===== config.mk =====
export PLATFORM = sky130hd
export DESIGN_NAME = logthief_sequencer_flat
export DESIGN_NICKNAME = d
export VERILOG_FILES = /design/src/rtl/logthief_sequencer_if.sv /design/src/rtl/logthief_sequencer.sv /design/src/flat_wrapper.sv
export SDC_FILE = /design/constraint.sdc
export NUM_CORES = 1
export LEC_CHECK = 0
export CAP_MARGIN = 20
export CORE_AREA = 2 2 201 203
export DETAILED_ROUTE_END_ITERATION = 7
export DIE_AREA = 0 0 203 205
export MAX_ROUTING_LAYER = met4
export PLACE_DENSITY_LB_ADDON = 0.2
export SYNTH_ARGS = -nofsm -noshare
export SYNTH_HDL_FRONTEND = slang
export SYNTH_SLANG_ARGS = --single-unit

===== constraint.sdc =====
create_clock -name clk_i -period 15.9 [get_ports clk_i]
set_input_delay 3.18 -clock clk_i [delete_from_list [all_inputs] [get_ports clk_i]]
set_output_delay 3.18 -clock clk_i [all_outputs]
set_load 0.01 [all_outputs]

===== src/rtl/logthief_sequencer_if.sv =====
// Command, capture-buffer and readout signals of the logthief sequencer.
// The slave modport is the sequencer's view; master is the environment's view.
interface logthief_sequencer_if #(
    parameter int LOGTHIEF_DATA_WIDTH = 192
);
    logic [31:0]                    sw_cmd_i;
    logic                           sw_cmd_valid_i;
    logic [LOGTHIEF_DATA_WIDTH-1:0] CORE0_data_i;
    logic [LOGTHIEF_DATA_WIDTH-1:0] CORE1_data_i;
    logic [31:0]                    cmd_o;
    logic [31:0]                    addr_o;
    logic [31:0]                    rd_word_o;
    logic                           rd_valid_o;
    logic                           rd_ready_i;
    logic                           rd_last_o;
    logic                           busy_o;
    logic                           done_o;
    logic [2:0]                     state_o;

    modport slave (
        input  sw_cmd_i, sw_cmd_valid_i, CORE0_data_i, CORE1_data_i, rd_ready_i,
        output cmd_o, addr_o, rd_word_o, rd_valid_o, rd_last_o, busy_o, done_o, state_o
    );

    modport master (
        output sw_cmd_i, sw_cmd_valid_i, CORE0_data_i, CORE1_data_i, rd_ready_i,
        input  cmd_o, addr_o, rd_word_o, rd_valid_o, rd_last_o, busy_o, done_o, state_o
    );
endinterface


===== src/rtl/logthief_sequencer.sv =====
// Software-driven sequencer: clears/arms the dual-core capture block and dumps
// one bank of the capture buffer as a stream of 32-bit words.
module logthief_sequencer #(
    parameter int LOGTHIEF_DATA_WIDTH = 192,
    parameter int LOGTHIEF_LOG2_DEEP  = 8
) (
    input  logic                  clk_i,
    input  logic                  reset_i,
    logthief_sequencer_if.slave   bus
);
    localparam int WORDS = LOGTHIEF_DATA_WIDTH / 32;
    localparam logic [2:0] LAST_WORD = 3'(WORDS - 1);
    localparam logic [LOGTHIEF_LOG2_DEEP-1:0] LAST_INDEX = '1;
    localparam logic [31:0] CMD_CLEAR = 32'hDEAD_DEAD;
    localparam logic [31:0] CMD_ARM   = 32'hDEAD_CAFE;

    typedef enum logic [2:0] {
        IDLE    = 3'd0,
        CLEAR   = 3'd1,
        ARMED   = 3'd2,
        DONE    = 3'd3,
        RD_ADDR = 3'd4,
        RD_WAIT = 3'd5,
        RD_SEND = 3'd6
    } state_t;

    state_t                           state_reg, state_next;
    logic [LOGTHIEF_LOG2_DEEP-1:0]    index_reg, index_next;
    logic [2:0]                       word_reg, word_next;
    logic                             bank_reg, bank_next;
    logic [LOGTHIEF_DATA_WIDTH-1:0]   hold_reg, hold_next;
    logic [31:0]                      hold_words [WORDS];

    logic is_clear, is_arm, is_dump, handshake, both_full;

    assign is_clear  = bus.sw_cmd_valid_i && (bus.sw_cmd_i == CMD_CLEAR);
    assign is_arm    = bus.sw_cmd_valid_i && (bus.sw_cmd_i == CMD_ARM);
    // Only 0xBEEF0000 and 0xBEEF0001 are dumps; bit 0 selects the bank.
    assign is_dump   = bus.sw_cmd_valid_i && (bus.sw_cmd_i[31:1] == 31'h5F77_8000);
    assign handshake = (state_reg == RD_SEND) && bus.rd_ready_i;
    assign both_full = bus.CORE0_data_i[LOGTHIEF_DATA_WIDTH-1]
                    && bus.CORE1_data_i[LOGTHIEF_DATA_WIDTH-1];

    generate
        for (genvar gi = 0; gi < WORDS; gi++) begin : g_words
            assign hold_words[gi] = hold_reg[gi*32 +: 32];
        end
    endgenerate

    always_ff @(posedge clk_i or posedge reset_i) begin
        if (reset_i) begin
            state_reg <= IDLE;
            index_reg <= '0;
            word_reg  <= '0;
            bank_reg  <= 1'b0;
            hold_reg  <= '0;
        end else begin
            state_reg <= state_next;
            index_reg <= index_next;
            word_reg  <= word_next;
            bank_reg  <= bank_next;
            hold_reg  <= hold_next;
        end
    end

    always_comb begin
        state_next = state_reg;
        index_next = index_reg;
        word_next  = word_reg;
        bank_next  = bank_reg;
        hold_next  = hold_reg;
        case (state_reg)
            IDLE, DONE: begin
                if (is_arm) begin
                    state_next = ARMED;
                end else if (is_dump) begin
                    state_next = RD_ADDR;
                    bank_next  = bus.sw_cmd_i[0];
                    index_next = '0;
                    word_next  = '0;
                end
            end
            CLEAR:   state_next = IDLE;
            ARMED:   if (both_full) state_next = DONE;
            RD_ADDR: state_next = RD_WAIT;
            RD_WAIT: begin
                state_next = RD_SEND;
                hold_next  = bank_reg ? bus.CORE1_data_i : bus.CORE0_data_i;
            end
            RD_SEND: begin
                if (handshake) begin
                    if (word_reg == LAST_WORD) begin
                        word_next = '0;
                        if (index_reg == LAST_INDEX) begin
                            state_next = DONE;
                        end else begin
                            index_next = index_reg + LOGTHIEF_LOG2_DEEP'(1);
                            state_next = RD_ADDR;
                        end
                    end else begin
                        word_next = word_reg + 3'd1;
                    end
                end
            end
            default: state_next = IDLE;
        endcase
        // A clear overrides whatever the current state decided, including a handshake.
        if (is_clear) begin
            state_next = CLEAR;
            word_next  = '0;
        end
    end

    always_comb begin
        case (state_reg)
            CLEAR:   bus.cmd_o = CMD_CLEAR;
            ARMED:   bus.cmd_o = CMD_ARM;
            default: bus.cmd_o = 32'h0;
        endcase
    end

    assign bus.addr_o     = 32'(index_reg);
    assign bus.rd_valid_o = (state_reg == RD_SEND);
    assign bus.rd_word_o  = bus.rd_valid_o ? hold_words[word_reg] : 32'h0;
    assign bus.rd_last_o  = (state_reg == RD_SEND) && (word_reg == LAST_WORD)
                         && (index_reg == LAST_INDEX);
    assign bus.busy_o     = !((state_reg == IDLE) || (state_reg == DONE));
    assign bus.done_o     = (state_reg == DONE);
    assign bus.state_o    = state_reg;
endmodule


===== src/flat_wrapper.sv =====
// flat-port wrapper written by rule: the top's interface ports become plain ports
module logthief_sequencer_flat 
#(
    parameter int LOGTHIEF_DATA_WIDTH = 192,
    parameter int LOGTHIEF_LOG2_DEEP  = 8
)
  (clk_i, reset_i, bus_sw_cmd_i, bus_sw_cmd_valid_i, bus_CORE0_data_i, bus_CORE1_data_i, bus_rd_ready_i, bus_cmd_o, bus_addr_o, bus_rd_word_o, bus_rd_valid_o, bus_rd_last_o, bus_busy_o, bus_done_o, bus_state_o);
  logthief_sequencer_if #(.LOGTHIEF_DATA_WIDTH(LOGTHIEF_DATA_WIDTH)) bus_i ();
  input  logic clk_i;
  input  logic reset_i;
  input wire logic [$bits(bus_i.sw_cmd_i)-1:0] bus_sw_cmd_i;
  input wire logic [$bits(bus_i.sw_cmd_valid_i)-1:0] bus_sw_cmd_valid_i;
  input wire logic [$bits(bus_i.CORE0_data_i)-1:0] bus_CORE0_data_i;
  input wire logic [$bits(bus_i.CORE1_data_i)-1:0] bus_CORE1_data_i;
  input wire logic [$bits(bus_i.rd_ready_i)-1:0] bus_rd_ready_i;
  output wire logic [$bits(bus_i.cmd_o)-1:0] bus_cmd_o;
  output wire logic [$bits(bus_i.addr_o)-1:0] bus_addr_o;
  output wire logic [$bits(bus_i.rd_word_o)-1:0] bus_rd_word_o;
  output wire logic [$bits(bus_i.rd_valid_o)-1:0] bus_rd_valid_o;
  output wire logic [$bits(bus_i.rd_last_o)-1:0] bus_rd_last_o;
  output wire logic [$bits(bus_i.busy_o)-1:0] bus_busy_o;
  output wire logic [$bits(bus_i.done_o)-1:0] bus_done_o;
  output wire logic [$bits(bus_i.state_o)-1:0] bus_state_o;
  assign bus_i.sw_cmd_i = bus_sw_cmd_i;
  assign bus_i.sw_cmd_valid_i = bus_sw_cmd_valid_i;
  assign bus_i.CORE0_data_i = bus_CORE0_data_i;
  assign bus_i.CORE1_data_i = bus_CORE1_data_i;
  assign bus_i.rd_ready_i = bus_rd_ready_i;
  assign bus_cmd_o = bus_i.cmd_o;
  assign bus_addr_o = bus_i.addr_o;
  assign bus_rd_word_o = bus_i.rd_word_o;
  assign bus_rd_valid_o = bus_i.rd_valid_o;
  assign bus_rd_last_o = bus_i.rd_last_o;
  assign bus_busy_o = bus_i.busy_o;
  assign bus_done_o = bus_i.done_o;
  assign bus_state_o = bus_i.state_o;
  logthief_sequencer #(.LOGTHIEF_DATA_WIDTH(LOGTHIEF_DATA_WIDTH), .LOGTHIEF_LOG2_DEEP(LOGTHIEF_LOG2_DEEP)) u_core (.clk_i(clk_i), .reset_i(reset_i), .bus(bus_i));
endmodule

==> results.cfg, run 1 <==
[min_path]
min_path_type = reg2reg
min_path_cells = 2

[global_route]
grt_pass1_vias = 9975
grt-ovfl-total = 0
grt_first_pass_wirelength_um = 63000
maximum_number_of_pins_on_one_net_before_global_route_repair = 118
global_route.usage.total_pct = 20.7
grt_antenna_before_repair = 1

[clock_network]
htree_levels = 1
clock-sinks = 207
root_buffer = sky130_fd_sc_hd__clkbuf_16
tritoncts_clock_tree = built
clk_transition_reported_paths_ns = 0.06
post_cts_resized = 0
post-cts-setup-buffer-count = 0
clk_latency_ns = 0.52
ctsLongestPathBuffers = 3
total_cts_buffers = 25
cts.hold.buffers_added = 0

[pwr]
p_int_uw = 953
power.sequential.fraction_pct = 43.3
power.switching_uw = 265
leakagePower_nw = 6.92
power_density_nw_per_um2 = 68.9
vdd_ir_drop_max_uv = 62.6
p_clk_share_pct = 44.8
power.share.combinational_pct = 11.9
share_of_total_power_consumed_by_net_switching_pct = 21.8

[yosys]
synth_sequential_area_ratio_pct = 43.6
muxShareOfSynthArea_pct = 25.3
avgSynthCellArea_um2 = 10.1
synthesis_warnings = 0
synth_simple_gate_area_share_pct = 11.8
synth_cell_type_count = 66
most_common_flop_cell_mapped_by_yosys = sky130_fd_sc_hd__dfrtp_1
synth_compound_area_share_pct = 12.4
async_flop_share_pct = 100
synthXorXnorAreaFrac_pct = 0
synth.cell_area_um2 = 11900
adder_and_majority_cell_fraction_of_the_synthesized_area_pct = 0.105
seq_cells_post_synth = 207
synthCells = 1176
number_of_enable_type_register_cells_in_the_synthesized_netlist = 0
dominant_combinational_cell_family_by_area_after_synthesis = multiplexers

[sta]
worst_pin_slew_ns = 0.983
period_needed_ns = 6.48
relSlewSlack_pct = 34.5
final-setup-viol-count = 0
finalCritPeriodShare_pct = 40.8
timing.clock.skew_ns = 0.0137
max_freq_ghz = 0.154
slew_violations = 0
timing.final.hold_violations = 0
rsz0062_at_grt = false
tns_ns = 0

[route]
dr.pass1.iters = 4
drt-total-wl_um = 43300
detail-route-antenna-nets = 0
route.detailed.wl_per_inst_um = 20.4
routed-via-count = 10131
route.detailed.drc = 0
detail_route.vias_per_cell = 4.76
initialDrtViolationCount = 589

[setup_path]
worst_setup_path_start_kind = register
worstPathCellList = buf_4, mux4_2, a22oi_1, nor2_1, clkdlybuf4s50_1
slowest_stage = sky130_fd_sc_hd__buf_4
critical_path_depth = 5
crit_required_ns = 12.72
worstSetupEndpointType = primary output
critPathMaxStageDelay_ns = 0.75
reg2regPathDepth = 5
critical_path_buf_inv_count = 2
timing.critical_path.max_delay_family = buffers and inverters
critical_path.max_fanout = 52
worst-endpoint-arrival_ns = 3.30
crit_type = reg2out

[flow_run]
cap_violations = 0

[final_layout]
post_layout_net_count = 2011
antenna_diode_instance_count = 0
syn2layout_area_growth_pct = 48.8
largest_register_ffs = 192
final_layout_size_suffix_gt1_share_pct = 8.73
utilization_pct = 44.9

[outcome]
run_status = finished clean

[placement]
place.port_buffers = 491
hpwlAfterDp_um = 34100
routabilityCongestion = 0.885

[floorplanning]
rows = 73
initial_core_util_pct = 30.2
die_height_um = 205
fp.dieW_um = 203
floorplan.die_area_um2 = 41600
core_um2 = 39400
pin_count = 523
==> cell usage after synthesis, types with 2 or more instances <==
cell,number,share of area [%]
sky130_fd_sc_hd__nor3_4,3,0.41
sky130_fd_sc_hd__and3_2,2,0.13
sky130_fd_sc_hd__mux2i_1,192,16
sky130_fd_sc_hd__buf_2,9,0.38
sky130_fd_sc_hd__nor3b_1,2,0.13
sky130_fd_sc_hd__mux4_2,32,6.1
sky130_fd_sc_hd__buf_4,53,3.3
sky130_fd_sc_hd__nor2_1,41,1.3
sky130_fd_sc_hd__a31oi_1,3,0.16
sky130_fd_sc_hd__o21ai_0,152,6.4
sky130_fd_sc_hd__a22oi_1,33,2.1
sky130_fd_sc_hd__nand4b_1,3,0.22
sky130_fd_sc_hd__o211ai_1,2,0.13
sky130_fd_sc_hd__nor2b_1,2,0.11
sky130_fd_sc_hd__a21oi_1,3,0.13
sky130_fd_sc_hd__a221o_1,4,0.34
sky130_fd_sc_hd__mux2_2,32,3.0
sky130_fd_sc_hd__clkbuf_1,75,2.4
sky130_fd_sc_hd__and2b_4,2,0.17
sky130_fd_sc_hd__dfrtp_1,207,44
sky130_fd_sc_hd__or4b_4,2,0.23
sky130_fd_sc_hd__o21a_1,3,0.19
sky130_fd_sc_hd__nand4_1,3,0.16
sky130_fd_sc_hd__nor3_1,8,0.34
sky130_fd_sc_hd__o21ai_1,43,1.8
sky130_fd_sc_hd__buf_1,5,0.16
sky130_fd_sc_hd__nand3_1,8,0.34
sky130_fd_sc_hd__nand2_1,203,6.4
sky130_fd_sc_hd__inv_1,6,0.19
sky130_fd_sc_hd__nor4_1,4,0.21
sky130_fd_sc_hd__and3_1,4,0.21
==> layout make-up <==
class / count / area [µm²]
fillers: 3800 / 21700
multi-input cells: 847 / 6020
flip-flops and latches: 207 / 5190
repair buffers: 501 / 4990
clock buffers: 36 / 717
well taps: 525 / 657
clock inverters: 5 / 53.8
inverters: 8 / 42.5
==> worst register-to-register path, delay by kind of cell (launching register included) <==
kind	cells	cell delay [ns]
AOI/OAI and AO/OA	1	0.28
DFF	1	0.55
and+or+nand+nor	2	0.65
buffers and inverters	2	1.71
==> per-stage QoR <==
stage	hold WS, ns	power (mW)	worst slack (ns)	std cells	instance area, µm²
floorplan	0.444	0.570	7.07	1206	12000
global placement	0.460	0.683	9.97	2088	16900
detailed placement	0.466	0.684	9.89	2088	16900
CTS	0.479	1.24	9.33	2129	17700
global route	0.494	1.26	9.21	2129	17700
finish	0.473	1.22	9.42	2129	17700
==> routing by layer <==
| layer | global-route usage (%) | up-vias | routed length [µm] |
|---|---|---|---|
| met4 | 2.69 | 0 | 433 |
| met2 | 29.9 | 349 | 18800 |
| met5 | - | - | 0 |
| li1 | - | 4939 | - |
| met3 | 2.83 | 33 | 2560 |
| met1 | 31.3 | 4810 | 21600 |
==> power by group through the flow <==
stage / Combinational (mW) / Clock (mW) / Sequential [mW]
floorplan: 0.0327 / 0 / 0.537
global placement: 0.146 / 0 / 0.537
detailed placement: 0.147 / 0 / 0.537
CTS: 0.148 / 0.561 / 0.527
global route: 0.156 / 0.581 / 0.527
finish: 0.145 / 0.546 / 0.527
==> worst paths after layout <==
path                       slack [ns]                   end                   from
hold / removal                   0.47  u_core.hold_reg[154]   u_core.hold_reg[154]
min in group asynchronous        3.14  u_core.hold_reg[168]                reset_i
setup / recovery                 9.42     bus_rd_word_o[31]     u_core.word_reg[0]
setup reg to reg                12.54   u_core.hold_reg[27]  u_core.bus.state_o[1]
max in group asynchronous       11.42   u_core.hold_reg[25]                reset_i
hold reg to reg                  0.47  u_core.hold_reg[154]   u_core.hold_reg[154]
==> kinds of logic (layout without fill, tap and decap cells) <==
| family | count (synthesis) | after routing |
|---|---|---|
| mux | 256 | 256 |
| fa+ha+maj | 1 | 1 |
| buf+inv | 152 | 550 |
| flops | 207 | 207 |
| compound gates | 256 | 256 |
| other cells | 1 | 31 |
| simple gates | 303 | 303 |
==> placed cells by master, fill, tap and decap left out, types with 5 or more instances in the layout <==
master and count:
sky130_fd_sc_hd__clkdlybuf4s50_1 491, sky130_fd_sc_hd__dfrtp_1 204, sky130_fd_sc_hd__nand2_1 202, sky130_fd_sc_hd__mux2i_1 192, sky130_fd_sc_hd__o21ai_0 152, sky130_fd_sc_hd__o21ai_1 43, sky130_fd_sc_hd__nor2_1 40, sky130_fd_sc_hd__a22oi_1 33
sky130_fd_sc_hd__mux4_2 32, sky130_fd_sc_hd__mux2_2 32, sky130_fd_sc_hd__conb_1 31, sky130_fd_sc_hd__clkbuf_16 25, sky130_fd_sc_hd__buf_4 10, sky130_fd_sc_hd__nand3_1 8, sky130_fd_sc_hd__nor3_1 8, sky130_fd_sc_hd__clkbuf_1 6
sky130_fd_sc_hd__inv_1 5, sky130_fd_sc_hd__clkbuf_8 5
No activity file was read; power rests on OpenSTA's default activity.
==> run 2, diff against run 1 <==
- CORE_AREA: 2 2 201 203 -> 2 2 202 204
- DIE_AREA: 0 0 203 205 -> 0 0 204 206
- clock period: 15.9 -> 6.7 ns (I/O delays scaled with it)
==> run 2 against run 1 <==
  * Critical path depth stayed put
  * Die area increased by 0.98%
  * Register-to-register slack got worse by 8.3 ns
  * Clock skew is 0.0070 ns lower
  * First-iteration DRC count down 6.8%
  * Cell count grew 0.42%
  * Highest routed layer unchanged
  * Sequential share of layout area decreased by 0.11 points
  * Via count is 0.76% lower
==> results.cfg, run 2 (synthesized netlist as in run 1, its figures left out) <==
[pwr]
power_density_nw_per_um2 = 165
power.switching_uw = 636
power.sequential.fraction_pct = 42.8
power.share.combinational_pct = 11.9
p_int_mw = 2.28
p_clk_share_pct = 45.3
vdd_ir_drop_max_uv = 137
leakagePower_nw = 6.95
share_of_total_power_consumed_by_net_switching_pct = 21.8

[clock_network]
total_cts_buffers = 24
clk_latency_ns = 0.51
htree_levels = 1
tritoncts_clock_tree = built
ctsLongestPathBuffers = 3
root_buffer = sky130_fd_sc_hd__clkbuf_16
cts.hold.buffers_added = 0
post-cts-setup-buffer-count = 0
clk_transition_reported_paths_ns = 0.06
post_cts_resized = 0
clock-sinks = 207

[setup_path]
critical_path_depth = 5
reg2regPathDepth = 3
crit_required_ns = 5.36
critPathMaxStageDelay_ns = 1.03
crit-reg2reg-launch = u_core.bank_reg
crit_type = reg2out
worstPathCellList = buf_4, mux4_2, a22oi_1, nor2_1, clkdlybuf4s50_1
worst_setup_path_start_kind = register
critical_path.max_fanout = 52
slowest_stage = sky130_fd_sc_hd__dfrtp_4
worst_r2r_endpoint = u_core.hold_reg[63]
worst-endpoint-arrival_ns = 3.39
setup_slack_on_the_worst_flop_to_flop_path_ns = 4.24
critical_path_buf_inv_count = 2
worstSetupEndpointType = primary output
timing.critical_path.max_delay_family = flip-flops

[sta]
final-setup-viol-count = 0
timing.final.hold_violations = 0
timing.clock.skew_ns = 0.00671
relSlewSlack_pct = 34.2
slew_violations = 0
finalCritPeriodShare_pct = 70.6
period_needed_ns = 4.73
worst_pin_slew_ns = 0.988
rsz0062_at_grt = false
tns_ns = 0
whs_ns = 0.474
max_freq_ghz = 0.211

[floorplanning]
fp.dieW_um = 204
pin_count = 523
floorplan.die_area_um2 = 42000
die_height_um = 206
core_um2 = 40200
initial_core_util_pct = 29.6
rows = 74

[global_route]
grt-ovfl-total = 0
maximum_number_of_pins_on_one_net_before_global_route_repair = 251
grt_pass1_vias = 10158
grt_first_pass_wirelength_um = 60600
global_route.usage.total_pct = 19.3
grt_antenna_before_repair = 0

[final_layout]
final_layout_size_suffix_gt1_share_pct = 8.97
layout.cells.most_common = sky130_fd_sc_hd__clkdlybuf4s50_1
syn2layout_area_growth_pct = 49.3
antenna_diode_instance_count = 0
largest_register_ffs = 192
post_layout_net_count = 2009
most-common-layout-cells = 491 x sky130_fd_sc_hd__clkdlybuf4s50_1, 204 x sky130_fd_sc_hd__dfrtp_1, 202 x sky130_fd_sc_hd__nand2_1, 192 x sky130_fd_sc_hd__mux2i_1, 152 x sky130_fd_sc_hd__o21ai_0

[route]
dr.pass1.iters = 5
initialDrtViolationCount = 549
detail_route.vias_per_cell = 4.70
detail-route-antenna-nets = 0
route.detailed.wl_per_inst_um = 19.0
routed-via-count = 10054
drt-total-wl_um = 40700
route.detailed.drc = 0

[flow_run]
cap_violations = 0

[outcome]
run_status = finished clean

[min_path]
min_path_type = reg2reg
hold_end = u_core.hold_reg[124]
timing.hold.worst.start = u_core.hold_reg[124]
min_path_cells = 2

[placement]
hpwlAfterDp_um = 31000
place.port_buffers = 491
routabilityCongestion = 0.889
run 2: layer usage:
layer,share of wire (%),GRT usage [%],wire length (µm)
met1,47,27.2,19000
met2,47,30.3,19000
met3,5.3,2.43,2160
met4,1.2,2.87,505
met5,0,-,0
run 2: how the worst max path moves through the flow:
stage	from	to	slack, ns
after floorplan	reset_i	u_core.bank_reg	2.67
after global placement	u_core.word_reg[0]	bus_rd_word_o[26]	2.49
after detailed placement	u_core.word_reg[0]	bus_rd_word_o[26]	2.49
after CTS	u_core.word_reg[0]	bus_rd_word_o[26]	1.92
after global routing	u_core.word_reg[0]	bus_rd_word_o[27]	1.74
final	u_core.word_reg[0]	bus_rd_word_o[26]	1.97
run 2: power groups by stage:
stage | Sequential [mW] | Clock (mW) | Combinational, mW
detailed placement | 1.27 | 0 | 0.354
finish | 1.25 | 1.32 | 0.347
floorplan | 1.27 | 0 | 0.0778
global route | 1.25 | 1.41 | 0.374
global placement | 1.27 | 0 | 0.351
CTS | 1.25 | 1.36 | 0.355
run 2: worst register-to-register path: cells and delay by family, from the launching register on:
family / cells / cell delay, ns
flip-flops: 1 / 0.81
buffers and inverters: 1 / 0.79
multiplexers: 1 / 0.58
AO/OA/AOI/OAI: 1 / 0.12
run 2: layout make-up:
cell class / instances / area (µm²)
Inverter: 8 / 38.8
Multi-Input combinational cell: 847 / 6020
Fill cell: 3922 / 22400
Clock buffer: 36 / 737
Timing Repair Buffer: 500 / 5020
Clock inverter: 8 / 67.6
Sequential cell: 207 / 5190
Tap cell: 532 / 666
run 2: metrics by stage:
stage | area [µm²] | std cells | worst slack (ns) | power [mW] | util [%]
global placement | 16900 | 2094 | 2.49 | 1.63 | 42.1
floorplan | 12000 | 1206 | 2.67 | 1.35 | -
CTS | 17700 | 2138 | 1.92 | 2.97 | 44.1
detailed placement | 16900 | 2094 | 2.49 | 1.63 | 42.1
global route | 17700 | 2138 | 1.74 | 3.04 | 44.1
finish | 17700 | 2138 | 1.97 | 2.92 | 44.1
==> run 3, diff against run 2 <==
- CORE_AREA: 2 2 202 204 -> 2 2 206 208
- DIE_AREA: 0 0 204 206 -> 0 0 208 210
- clock period: 6.7 -> 3.85 ns (I/O delays scaled with it)
==> run 3 against run 2 <==
  * Count of clock-buffer cells in the layout down 2
  * Sequential cell count unchanged
  * Non-clock buffer count up 20
==> results.cfg, run 3 (synthesized netlist as in run 1, its figures left out) <==
[placement]
hpwlAfterDp_um = 34000
routabilityCongestion = 0.933
place.port_buffers = 491

[pwr]
leakagePower_nw = 7.07
power.switching_mw = 1.11
p_clk_share_pct = 45.3
p_int_mw = 3.98
power_density_nw_per_um2 = 283
share_of_total_power_consumed_by_net_switching_pct = 21.8
power.sequential.fraction_pct = 42.8
vdd_ir_drop_max_uv = 233
power.share.combinational_pct = 11.9
p_total_mw = 5.09

[clock_network]
clock-sinks = 207
root_buffer = sky130_fd_sc_hd__clkbuf_16
cts.hold.buffers_added = 0
tritoncts_clock_tree = built
post-cts-setup-buffer-count = 0
post_cts_resized = 0
total_cts_buffers = 25
htree_levels = 1
ctsLongestPathBuffers = 3
clk_transition_reported_paths_ns = 0.06
clk_latency_ns = 0.53

[sta]
timing.final.hold_violations = 0
max_freq_ghz = 0.273
slew_violations = 0
timing.clock.skew_ns = 0.0226
final-setup-viol-count = 0
worst_pin_slew_ns = 0.871
finalCritPeriodShare_pct = 95.2
rsz0062_at_grt = false
relSlewSlack_pct = 41.8
period_needed_ns = 3.66
tns_ns = 0

[final_layout]
final_layout_size_suffix_gt1_share_pct = 9.85
layout.cells.most_common = sky130_fd_sc_hd__clkdlybuf4s50_1
post_layout_net_count = 2030
syn2layout_area_growth_pct = 51.3
largest_register_ffs = 192
most-common-layout-cells = 491 x sky130_fd_sc_hd__clkdlybuf4s50_1, 204 x sky130_fd_sc_hd__dfrtp_1, 202 x sky130_fd_sc_hd__nand2_1, 192 x sky130_fd_sc_hd__mux2i_1, 152 x sky130_fd_sc_hd__o21ai_0

[route]
detail_route.vias_per_cell = 4.71
dr.pass1.iters = 5
initialDrtViolationCount = 510
detail-route-antenna-nets = 0
route.detailed.wl_per_inst_um = 19.5
route.detailed.drc = 0
drt-total-wl_um = 42300
routed-via-count = 10196

[floorplanning]
core_um2 = 41500
fp.dieW_um = 208
initial_core_util_pct = 28.6
floorplan.die_area_um2 = 43700
rows = 75
die_height_um = 210
pin_count = 523

[global_route]
grt_first_pass_wirelength_um = 62700
grt_pass1_vias = 10230
global_route.usage.total_pct = 19.2
grt-ovfl-total = 0
grt_antenna_before_repair = 2
maximum_number_of_pins_on_one_net_before_global_route_repair = 96

[setup_path]
worstPathCellList = buf_4, mux4_2, a22oi_1, nor2_1, clkdlybuf4s50_1
worst_setup_path_start_kind = register
critical_path_buf_inv_count = 2
critPathMaxStageDelay_ns = 0.68
critical_path.max_fanout = 24
worstSetupEndpointType = primary output
worst-endpoint-arrival_ns = 2.89
crit_required_ns = 3.08
slowest_stage = sky130_fd_sc_hd__dfrtp_4
crit_type = reg2out
timing.critical_path.max_delay_family = buffers and inverters

[flow_run]
cap_violations = 0

[outcome]
run_status = finished clean

[min_path]
min_path_type = reg2reg
run 3: cell types whose count changed in the layout (fill, tap and decap cells not counted), moves of 2 or more:
cell / delta
sky130_fd_sc_hd__clkbuf_8: -4
sky130_fd_sc_hd__buf_12: +6
sky130_fd_sc_hd__clkbuf_1: +2
sky130_fd_sc_hd__buf_4: +14
run 3: worst paths after layout:
path | cells past startpoint | endpoint | slack, ns | from
min in group asynchronous | 2 | u_core.hold_reg[128] | 0.77 | reset_i
setup / recovery | 5 | bus_rd_word_o[10] | 0.19 | u_core.word_reg[0]
setup reg to reg | 4 | u_core.hold_reg[66] | 1.61 | u_core.bus.state_o[1]
max in group asynchronous | 3 | u_core.hold_reg[185] | 2.29 | reset_i
hold / removal | 2 | u_core.hold_reg[188] | 0.47 | u_core.hold_reg[188]
hold reg to reg | 2 | u_core.hold_reg[188] | 0.47 | u_core.hold_reg[188]
run 3: worst min-delay path: cells and delay by family, from the launching register on:
family | cells | cell delay (ns)
AOI/OAI and AO/OA | 1 | 0.06
and+or+nand+nor | 1 | 0.04
DFF | 1 | 0.34
run 3: final cells by class:
class / instances / area [µm²]
clock inverters: 8 / 105
repair buffers: 520 / 5250
inverters: 8 / 38.8
clock buffers: 34 / 689
multi-input cells: 847 / 6020
fillers: 4096 / 23500
well taps: 539 / 674
flip-flops and latches: 207 / 5190
diodes: 1 / 2.50
run 3: routing by layer:
layer | GRT usage, % | share of wire, % | up-vias
met3 | 3.67 | 6.6 | 37
met4 | 2.89 | 1.5 | 0
met2 | 28.7 | 44 | 365
met1 | 27.7 | 48 | 4811
met5 | - | 0 | -
li1 | - | - | 4983
run 3: metrics by stage:
step                std cells  hold WS, ns  cell area (µm²)  util [%]  worst slack (ns)
floorplan                1206        0.444            12000         -             0.394
global placement         2121        0.457            17200      41.4             0.768
detailed placement       2121        0.466            17200      41.4             0.693
CTS                      2163        0.479            18000      43.3             0.133
global route             2163        0.499            18000      43.3            0.0248
finish                   2164        0.475            18000      43.3             0.187
run 3: power by group through the flow:
stage / combinational [mW] / sequential, mW / clock (mW)
3_5_place_dp: 0.617 / 2.22 / 0
2_1_floorplan: 0.135 / 2.22 / 0
4_1_cts: 0.619 / 2.18 / 2.37
6_report: 0.607 / 2.18 / 2.31
3_3_place_gp: 0.612 / 2.22 / 0
5_1_grt: 0.655 / 2.18 / 2.48
